<file path="src/rtl/kbd_pkg.sv">
// Shared constants and types for the memory-mapped PS/2 keyboard responder.
package kbd_pkg;

    localparam logic [3:0] KBD_REGION     = 4'he;
    localparam logic       KBD_DATA       = 1'b0;
    localparam logic       KBD_STATUS     = 1'b1;
    localparam int         PS2_FRAME_BITS = 11;

    typedef enum logic [1:0] {
        RX_IDLE,
        RX_DATA,
        RX_PARITY,
        RX_STOP
    } rx_state_t;

endpackage

</file>
<file path="src/rtl/kbd_responder_ps2_rx.sv">
// PS/2 frame receiver: pin synchronizers, falling-edge detect, frame FSM and
// mid-frame timeout. Emits one-cycle byte_valid / frame_err pulses.
module ps2_rx
    import kbd_pkg::*;
#(
    parameter int TIMEOUT_CYCLES = 200000
) (
    input  logic       clk,
    input  logic       rst,
    input  logic       ps2_clk,
    input  logic       ps2_data,
    output logic       byte_valid,
    output logic [7:0] byte_data,
    output logic       frame_err
);

    localparam int              TO_W    = $clog2(TIMEOUT_CYCLES + 1);
    localparam logic [TO_W-1:0] TO_LAST = TO_W'(TIMEOUT_CYCLES - 1);
    localparam logic [TO_W-1:0] TO_ONE  = TO_W'(1);

    logic [1:0]      clk_sync, data_sync;
    logic            clk_prev;
    logic            fall, bit_in;
    rx_state_t       state, state_next;
    logic [2:0]      bit_cnt, bit_cnt_next;
    logic [TO_W-1:0] idle_cnt, idle_cnt_next;
    logic [7:0]      shift, shift_next;
    logic            parity, parity_next;
    logic            valid_next, err_next;

    assign fall      = clk_prev & ~clk_sync[1];
    assign bit_in    = data_sync[1];
    assign byte_data = shift;

    // Synchronizers reset high (bus idle) so releasing reset never fakes an edge
    always_ff @(posedge clk or negedge rst) begin
        if (!rst) begin
            clk_sync   <= 2'b11;
            data_sync  <= 2'b11;
            clk_prev   <= 1'b1;
            state      <= RX_IDLE;
            bit_cnt    <= '0;
            idle_cnt   <= '0;
            byte_valid <= 1'b0;
            frame_err  <= 1'b0;
        end else begin
            clk_sync   <= {clk_sync[0], ps2_clk};
            data_sync  <= {data_sync[0], ps2_data};
            clk_prev   <= clk_sync[1];
            state      <= state_next;
            bit_cnt    <= bit_cnt_next;
            idle_cnt   <= idle_cnt_next;
            byte_valid <= valid_next;
            frame_err  <= err_next;
        end
    end

    always_ff @(posedge clk) begin
        shift  <= shift_next;
        parity <= parity_next;
    end

    always_comb begin
        state_next    = state;
        bit_cnt_next  = bit_cnt;
        shift_next    = shift;
        parity_next   = parity;
        valid_next    = 1'b0;
        err_next      = 1'b0;
        idle_cnt_next = (state == RX_IDLE || fall) ? '0 : idle_cnt + TO_ONE;

        case (state)
            RX_IDLE: begin
                if (fall && !bit_in) begin
                    state_next   = RX_DATA;
                    bit_cnt_next = '0;
                end
            end
            RX_DATA: begin
                if (fall) begin
                    shift_next   = {bit_in, shift[7:1]};
                    bit_cnt_next = bit_cnt + 3'd1;
                    if (bit_cnt == 3'd7) state_next = RX_PARITY;
                end
            end
            RX_PARITY: begin
                if (fall) begin
                    parity_next = bit_in;
                    state_next  = RX_STOP;
                end
            end
            RX_STOP: begin
                if (fall) begin
                    state_next = RX_IDLE;
                    if (bit_in && (^{shift, parity})) valid_next = 1'b1;
                    else                              err_next   = 1'b1;
                end
            end
            default: state_next = RX_IDLE;
        endcase

        if (state != RX_IDLE && !fall && idle_cnt == TO_LAST) begin
            state_next    = RX_IDLE;
            err_next      = 1'b1;
            idle_cnt_next = '0;
        end
    end

endmodule

</file>
<file path="src/rtl/kbd_responder.sv">
// PS/2 keyboard responder: scan-code FIFO with pop-on-read DATA register and
// clear-on-read STATUS register in the 4'he data-memory region.
module kbd_responder
    import kbd_pkg::*;
#(
    parameter int FIFO_DEPTH     = 16,
    parameter int TIMEOUT_CYCLES = 200000
) (
    input  logic        clk,
    input  logic        rst,
    input  logic        ps2_clk,
    input  logic        ps2_data,
    input  logic        dmem_read_in,
    input  logic [29:0] dmem_addr,
    output logic [31:0] kbd_data_out,
    output logic        kbd_irq
);

    localparam int               PTR_W     = $clog2(FIFO_DEPTH);
    localparam logic [PTR_W:0]   DEPTH_CNT = (PTR_W + 1)'(FIFO_DEPTH);
    localparam logic [PTR_W:0]   CNT_ONE   = (PTR_W + 1)'(1);
    localparam logic [PTR_W-1:0] PTR_ONE   = PTR_W'(1);

    logic             byte_valid, frame_err;
    logic [7:0]       byte_data;
    logic [7:0]       mem [FIFO_DEPTH];
    logic [PTR_W-1:0] wr_ptr, rd_ptr;
    logic [PTR_W:0]   count;
    logic             overflow;
    logic [7:0]       err_cnt;
    logic             sel, sel_q, start;
    logic [29:0]      addr_q;
    logic [31:0]      resp_q, data_word, status_word, live_word;
    logic             empty, full, pop, clear, do_write;

    ps2_rx #(.TIMEOUT_CYCLES(TIMEOUT_CYCLES)) u_rx (
        .clk        (clk),
        .rst        (rst),
        .ps2_clk    (ps2_clk),
        .ps2_data   (ps2_data),
        .byte_valid (byte_valid),
        .byte_data  (byte_data),
        .frame_err  (frame_err)
    );

    assign sel      = dmem_read_in & (dmem_addr[29:26] == KBD_REGION);
    assign start    = sel & ~(sel_q & (addr_q == dmem_addr));
    assign empty    = (count == '0);
    assign full     = (count == DEPTH_CNT);
    assign pop      = start & (dmem_addr[0] == KBD_DATA) & ~empty;
    assign clear    = start & (dmem_addr[0] == KBD_STATUS);
    assign do_write = byte_valid & (~full | pop);

    assign data_word   = empty ? 32'h0 : {1'b1, 23'b0, mem[rd_ptr]};
    assign status_word = {overflow, 7'b0, err_cnt, 8'b0, 8'(count)};
    assign live_word   = (dmem_addr[0] == KBD_STATUS) ? status_word : data_word;

    // Stall cycles replay the value captured at access start, hiding the pop/clear
    assign kbd_data_out = !sel ? 32'h0 : (start ? live_word : resp_q);

    always_ff @(posedge clk or negedge rst) begin
        if (!rst) begin
            wr_ptr   <= '0;
            rd_ptr   <= '0;
            count    <= '0;
            overflow <= 1'b0;
            err_cnt  <= '0;
            sel_q    <= 1'b0;
            addr_q   <= '0;
            resp_q   <= '0;
            kbd_irq  <= 1'b0;
        end else begin
            if (do_write) wr_ptr <= wr_ptr + PTR_ONE;
            if (pop)      rd_ptr <= rd_ptr + PTR_ONE;
            case ({do_write, pop})
                2'b10:   count <= count + CNT_ONE;
                2'b01:   count <= count - CNT_ONE;
                default: count <= count;
            endcase

            // A fresh event in the clearing cycle survives the clear
            if (byte_valid && full && !pop) overflow <= 1'b1;
            else if (clear)                 overflow <= 1'b0;

            if (clear)                             err_cnt <= {7'b0, frame_err};
            else if (frame_err && err_cnt != 8'hff) err_cnt <= err_cnt + 8'd1;

            sel_q   <= sel;
            addr_q  <= dmem_addr;
            if (start) resp_q <= live_word;
            kbd_irq <= ~empty;
        end
    end

    always_ff @(posedge clk) begin
        if (do_write) mem[wr_ptr] <= byte_data;
    end

endmodule

</file>
<file path="config.mk">
export PLATFORM = sky130hd
export DESIGN_NAME = kbd_responder
export DESIGN_NICKNAME = d
export VERILOG_FILES = /design/src/rtl/kbd_pkg.sv /design/src/rtl/kbd_responder_ps2_rx.sv /design/src/rtl/kbd_responder.sv
export SDC_FILE = /design/constraint.sdc
export NUM_CORES = 1
export LEC_CHECK = 0
export CORE_MARGIN = 10
export CORE_UTILIZATION = 25
export CTS_BUF_LIST = sky130_fd_sc_hd__clkbuf_8
export DETAILED_ROUTE_END_ITERATION = 10
export HOLD_SLACK_MARGIN = 0.08
export PLACE_DENSITY = 0.49
export RECOVER_POWER = 50
export SETUP_SLACK_MARGIN = 0.15
export SLEW_MARGIN = 30
export SYNTH_ARGS = -nofsm -noshare
export SYNTH_HDL_FRONTEND = slang
export SYNTH_SLANG_ARGS = --single-unit
export TNS_END_PERCENT = 50
</file>
<file path="constraint.sdc">
create_clock -name clk -period 7.74 [get_ports clk]
set_input_delay 1.548 -clock clk [delete_from_list [all_inputs] [get_ports clk]]
set_output_delay 1.548 -clock clk [all_outputs]
set_load 0.02 [all_outputs]
</file>
==> impl_results.md, run 1 <==
- Initial antenna violation count: 2
- Worst vdd ir: 0.1051 mV
- Hold Path Class: reg2reg
- RSZ-0062 raised after global routing: no
- Mean Syn Cell Area: 14.34 µm²
- Drt first pass iters: 4
- Library cells used by synthesis: 52
- Largest cells by area after synthesis: edfxtp_1, dfrtp_1, mux4_2, xnor2_1, nand2_1
- Synthesized cell area: 10,730 µm²
- Post-cts sizing count: 0
- Failing checks: capacitance limit, slew limit
- Max Freq: 148.9 MHz
- Worst-path clk slew: 50 ps
- Ys async rst share: 45.85%
- Clk root buf: clkbuf_8
- Placer Congestion: 0.7305
- Flip-flop and latch count after synthesis: 253
- Kind of critical path: in2out
- CTS Buf Count: 45
- Final worst-path cycle share: 86.76%
- Post-synthesis sequential area ratio: 65.48%
- Dpl ws: 1036 ps
- Row count: 75
- Critical Path Start: dmem_addr[27]
- First-pass GRT wire length: 37.12 mm
- Fin Hold WS: 359.2 ps
- Outcome: finished, violations left
- Crit-path max FO: 35
- DRC viols: 0
- Top cell type's share of synthesized area: 38.36%
- Drt wl/cell: 16.27 µm
- Starting Density: 25.40%
- Drt total wl: 23.05 mm
- Die H: 227.1 µm
- Largest net degree at the start of global routing: 73
- Die area: 51,590 µm²
- Global route total overflow: 0
- Vias per Instance: 4.409
- Post-synth EDFFs: 137
- Nets: 891
- Startpoint Class: input port
- Vias in the first global route: 6,658
- Max transition margin: -58.74%
- DP Wirelength: 15.42 mm
- Synth-to-layout area growth: 20.16%
- # setup viols final: 0
- CTS sink count: 253
- Crit path arrival time: 5170 ps
- Hold Crit Start: u_rx.clk_sync[0]
- Synth warnings: 0
- Post-synth top area cell: edfxtp_1
- Setup_tns: 0 ps
- Final Worst Setup Slack: 1025 ps
- Die X: 227.1 µm
- CTS tree: done
- Antenna Nets Post-Route: 0
- DRT iter0 DRCs: 333
- Core area: 42,230 µm²
- Port Buffers: 67
- Pwr Density: 261.7 nW/µm²
- Worst Tran Pin Value: 2381 ps
- Main flop type after synthesis: edfxtp_1
- Layout cell share with drive strength beyond 1: 15.07%
- Total of max-cap violations: 1
- Post-Route Skew: 29.05 ps
- Worst EP required: 6190 ps
- IO Count: 68
- # Post-CTS Setup Buffers: 0
- Syn_nets: 797
- Leakage power: 0.004709 µW
- Most common cell in the netlist: edfxtp_1
- GRT Total Usage: 9.026%
- Hold buffers post-CTS: 0
- Total vias in the final route: 6,248
- Minimum clock period after layout: 6715 ps
- Crit. End Element: output pin
- Commonest cells post-synth: edfxtp_1, dfrtp_1, nand2_1, xnor2_1, nor2_1
- Non-filler cells, final: 1,417
- H-tree levels: 2
- Reg2reg start: addr_q[2]
- Clock buffer depth: 3
- Placed insts: 1,334
- Mapped Cells: 748
- Final Max Slew Viols: 46
- Clk_lat worst skew: 560 ps
- Final Hold Fails: 0
[layer usage]
layer,GRT usage (%),vias up,wire [µm]
li1,-,2966,-
met1,11.55,3111,10370
met2,14.79,123,11080
met3,1.969,48,1054
met4,3.224,0,538
met5,0,-,0
[through the flow]
step,util (%),total power [µW],area (µm²)
2_1_floorplan,-,2065,10730
3_3_place_gp,28.46,2237,12020
3_5_place_dp,28.52,2254,12050
4_1_cts,30.52,3434,12890
5_1_grt,30.51,3574,12880
6_report,30.52,3373,12890
[power breakdown]
| group | total [µW] | internal, µW | leakage [µW] | switching [µW] |
|---|---|---|---|---|
| Clock | 1150 | 618 | 0.000492 | 537 |
| Sequential | 1660 | 1530 | 0.00269 | 122 |
| Combinational | 563 | 254 | 0.00152 | 309 |
| Total | 3370 | 2400 | 0.00471 | 968 |
[sequential cells by signal, indices dropped and copies added, names as in the netlist, 2 cells and up]
signal          flops
addr_q             30
count               5
err_cnt             8
mem               128
rd_ptr              4
resp_q             32
u_rx.bit_cnt        3
u_rx.byte_data      8
u_rx.clk_sync       2
u_rx.data_sync      2
u_rx.idle_cnt      18
u_rx.state          2
wr_ptr              4
[path summary, 6_finish.rpt]
kind,endpoint,slack [ps],depth (start not counted)
hold / removal,u_rx.clk_sync[1],360,0
setup reg to reg,count[4],4670,11
max in group asynchronous,u_rx.bit_cnt[1],4370,2
setup / recovery,kbd_data_out[9],1020,8
hold reg to reg,u_rx.clk_sync[1],360,0
min in group asynchronous,addr_q[15],1720,1
[logic make-up after synthesis]
family | synth area share (%)
simple gates | 12.07
compound gates | 4.176
xor+xnor | 5.378
flops | 65.48
buf+inv | 2.368
fa+ha+maj | 1.633
mux | 8.889
[placed cells by master, fill, tap and decap left out, types with 4 or more instances in the layout]
| cell | n |
|---|---|
| edfxtp_1 | 137 |
| a21oi_1 | 28 |
| o21ai_0 | 8 |
| dfrtp_1 | 109 |
| nand2_1 | 62 |
| nand3_1 | 31 |
| and2_1 | 20 |
| or4_1 | 4 |
| nor2b_1 | 5 |
| mux4_2 | 40 |
| nor2_1 | 43 |
| xor2_1 | 15 |
| o211ai_1 | 8 |
| xnor2_1 | 49 |
| dlygate4sd3_1 | 31 |
| clkdlybuf4s50_1 | 35 |
| buf_4 | 17 |
| nor4b_1 | 4 |
| nor3_1 | 20 |
| inv_1 | 27 |
| and4_1 | 4 |
| clkbuf_8 | 53 |
| clkinv_1 | 9 |
| ha_1 | 14 |
| o21ai_1 | 5 |
| and3_1 | 23 |
| nand4_1 | 21 |
[area by class of cell]
cell class | instances | area (µm²)
fillers | 4206 | 29340
repair buffers | 86 | 807.0
flip-flops and latches | 253 | 7025
inverters | 11 | 41.29
diodes | 2 | 5.005
clock inverters | 28 | 111.4
clock buffers | 53 | 729.5
well taps | 539 | 674.4
multi-input cells | 445 | 3493
[worst max-delay path: stages]
cell             delay [ps]
dlygate4sd3_1           590
nand2_1                  80
or3_1                   370
clkinv_1                730
o21ai_4                 650
buf_4                   380
and3_1                  190
clkdlybuf4s50_1         610
No activity file was read; power rests on OpenSTA's default activity.
==> run 2, diff against run 1 <==
Settings changed: CORE_UTILIZATION 25 to 40, PLACE_DENSITY 0.49 to 0.67, SYNTH_HIERARCHICAL set to 1.
==> impl_results.md, run 2 <==
- Vias in the first global route: 6,165
- DRC viols: 0
- Hold Crit Depth: 0
- Kind of critical path: in2out
- Clk root buf: clkbuf_8
- Setup_tns: 0 ps
- CTS Buf Count: 42
- Most frequent cells in the layout: edfxtp_1, dfrtp_1, xnor2_1
- Crit. End Element: output pin
- Post-synthesis sequential area ratio: 66.15%
- Crit-path max FO: 57
- Synth-to-layout area growth: 16.61%
- Most common cell in the netlist: edfxtp_1
- Max transition margin: -73.30%
- Synth warnings: 6
- Initial antenna violation count: 0
- Hold buffers post-CTS: 0
- Max Freq: 149.5 MHz
- Final worst-path cycle share: 86.41%
- Clk_lat worst skew: 540 ps
- Ys async rst share: 45.85%
- Mapped Cells: 708
- Hold Crit Start: u_rx/clk_sync[0]
- Final Max Slew Viols: 49
- Nets: 846
- Die area: 33,460 µm²
- Max reg flops: 128
- Startpoint Class: input port
- Drt wl/cell: 17.29 µm
- Crit path arrival time: 5140 ps
- Global route total overflow: 0
- Top cell type's share of synthesized area: 38.75%
- Post-Route Skew: 24.22 ps
- Largest net degree at the start of global routing: 70
- Reg2reg start: count[1]
- CTS sink count: 253
- Fin Hold WS: 360.4 ps
- Die H: 182.9 µm
- Seq pwr share: 50.2%
- Largest cells by area after synthesis: edfxtp_1, dfrtp_1, mux4_2, xnor2_1, and2_1
- IO Count: 68
- First-pass GRT wire length: 33.24 mm
- Largest Register: mem
- Placer Congestion: 0.7834
- Hold Path End: u_rx/clk_sync[1]
- Layout cell share with drive strength beyond 1: 14.23%
- RSZ-0062 raised after global routing: no
- Post-synth top area cell: edfxtp_1
- Row count: 59
- Worst vdd ir: 0.1854 mV
- Worst-path clk slew: 50 ps
- Reg2reg end: count[4]
- Commonest non-fill, non-tap cell in the layout: edfxtp_1
- Sw Pwr: 923.8 µW
- Hold Path Class: reg2reg
- Total of max-cap violations: 1
- Vias per Instance: 5.068
- DRT iter0 DRCs: 378
- Final Hold Fails: 0
- # Post-CTS Setup Buffers: 0
- # setup viols final: 0
- Synthesized cell area: 10,620 µm²
- DP Wirelength: 13.47 mm
- Pwr Density: 267.7 nW/µm²
- Mean Syn Cell Area: 14.99 µm²
- Clock power frac: 33.0%
- Number of diodes: 0
- Library cells used by synthesis: 58
- Commonest cells post-synth: edfxtp_1, dfrtp_1, xnor2_1, nand2_1, nor2_1
- Flip-flop and latch count after synthesis: 253
- Minimum clock period after layout: 6688 ps
- Pint: 2390 µW
- Total vias in the final route: 5,899
- Sw Share: 27.88%
- Main flop type after synthesis: edfxtp_1
- Antenna Nets Post-Route: 0
- H-tree levels: 2
- Worst EP required: 6190 ps
- Post-cts sizing count: 0
- FF-to-FF path depth: 11
- Fillers: 2,241
- Drt total wl: 20.13 mm
- Biggest regs: mem (128), resp_q (32), addr_q (30)
- Drt first pass iters: 5
- Port Buffers: 67
- CTS tree: done
- Starting Density: 40.74%
- Comb pwr share: 16.8%
- Syn_nets: 758
- Outcome: finished, violations left
- Worst Tran Pin Value: 2600 ps
- Clock buffer depth: 3
- Core area: 26,060 µm²
- Post-synth EDFFs: 137
- Failing checks: capacitance limit, slew limit
- Leakage power: 0.004734 µW
- Reg-to-reg setup timing slack: 4640 ps
- GRT Total Usage: 12.15%
- Die X: 182.9 µm
run 2: kinds of logic (layout without fill, tap and decap cells):
family,count (synthesis),after routing,synth area share (%)
flops,253,253,66.15
simple gates,237,237,12.12
xor+xnor,69,69,5.822
compound gates,48,48,3.147
mux,44,44,9.110
buf+inv,42,163,1.886
fa+ha+maj,15,15,1.768
run 2: through the flow:
stage / std cells / power, µW / worst slack (ps) / instance area, µm² / util (%)
2_1_floorplan: 708 / 2098 / 3049 / 10620 / -
3_3_place_gp: 1087 / 2244 / 1704 / 11610 / 44.55
3_5_place_dp: 1087 / 2257 / 1623 / 11620 / 44.58
4_1_cts: 1164 / 3359 / 1618 / 12410 / 47.62
5_1_grt: 1164 / 3492 / 786.6 / 12380 / 47.51
6_report: 1164 / 3313 / 1052 / 12380 / 47.51
run 2: how the worst max path moves through the flow:
stage             startpoint                to  slack [ps]  cells after the start
2_1_floorplan   dmem_addr[0]  kbd_data_out[10]        3050                      8
4_1_cts         dmem_addr[0]   kbd_data_out[2]        1620                     11
3_3_place_gp   dmem_addr[28]  kbd_data_out[21]        1700                      8
5_1_grt         dmem_addr[0]  kbd_data_out[31]         790                     11
6_report        dmem_addr[0]   kbd_data_out[2]        1050                     11
3_5_place_dp    dmem_addr[0]   kbd_data_out[2]        1620                     11
run 2: power groups by stage:
stage / logic (µW) / clock network [µW] / registers, µW
after CTS: 573 / 1120 / 1660
after detailed placement: 571 / 0 / 1690
after global placement: 560 / 0 / 1680
after floorplan: 471 / 0 / 1630
final: 557 / 1090 / 1660
after global routing: 623 / 1190 / 1680
run 2: worst max-delay path: stages:
cell             delay (ps)
clkdlybuf4s50_1         450
clkbuf_1                750
xnor2_1                 200
nand4_1                 150
nor4_2                  410
a21o_1                  180
buf_4                   410
a221oi_2                 70
nor2_1                  160
and2_1                  160
clkdlybuf4s50_1         610
run 2: final cells by class:
cell class / count / area, µm² / share of cell area, %
sequential: 253 / 7025 / 56.75
multi-input combinational: 413 / 3382 / 27.32
timing repair buffer: 74 / 716.9 / 5.791
clock buffer: 47 / 646.9 / 5.225
tap: 335 / 419.2 / 3.386
clock inverter: 30 / 143.9 / 1.162
inverter: 12 / 45.04 / 0.3639
run 2: metal layers:
metal	GRT usage (%)	share of wire, %	vias to the layer above
met4	3.389	1.8	0
met1	15.95	45	2941
li1	-	-	2801
met3	3.110	5.1	43
met2	19.66	48	114
met5	0	0	-
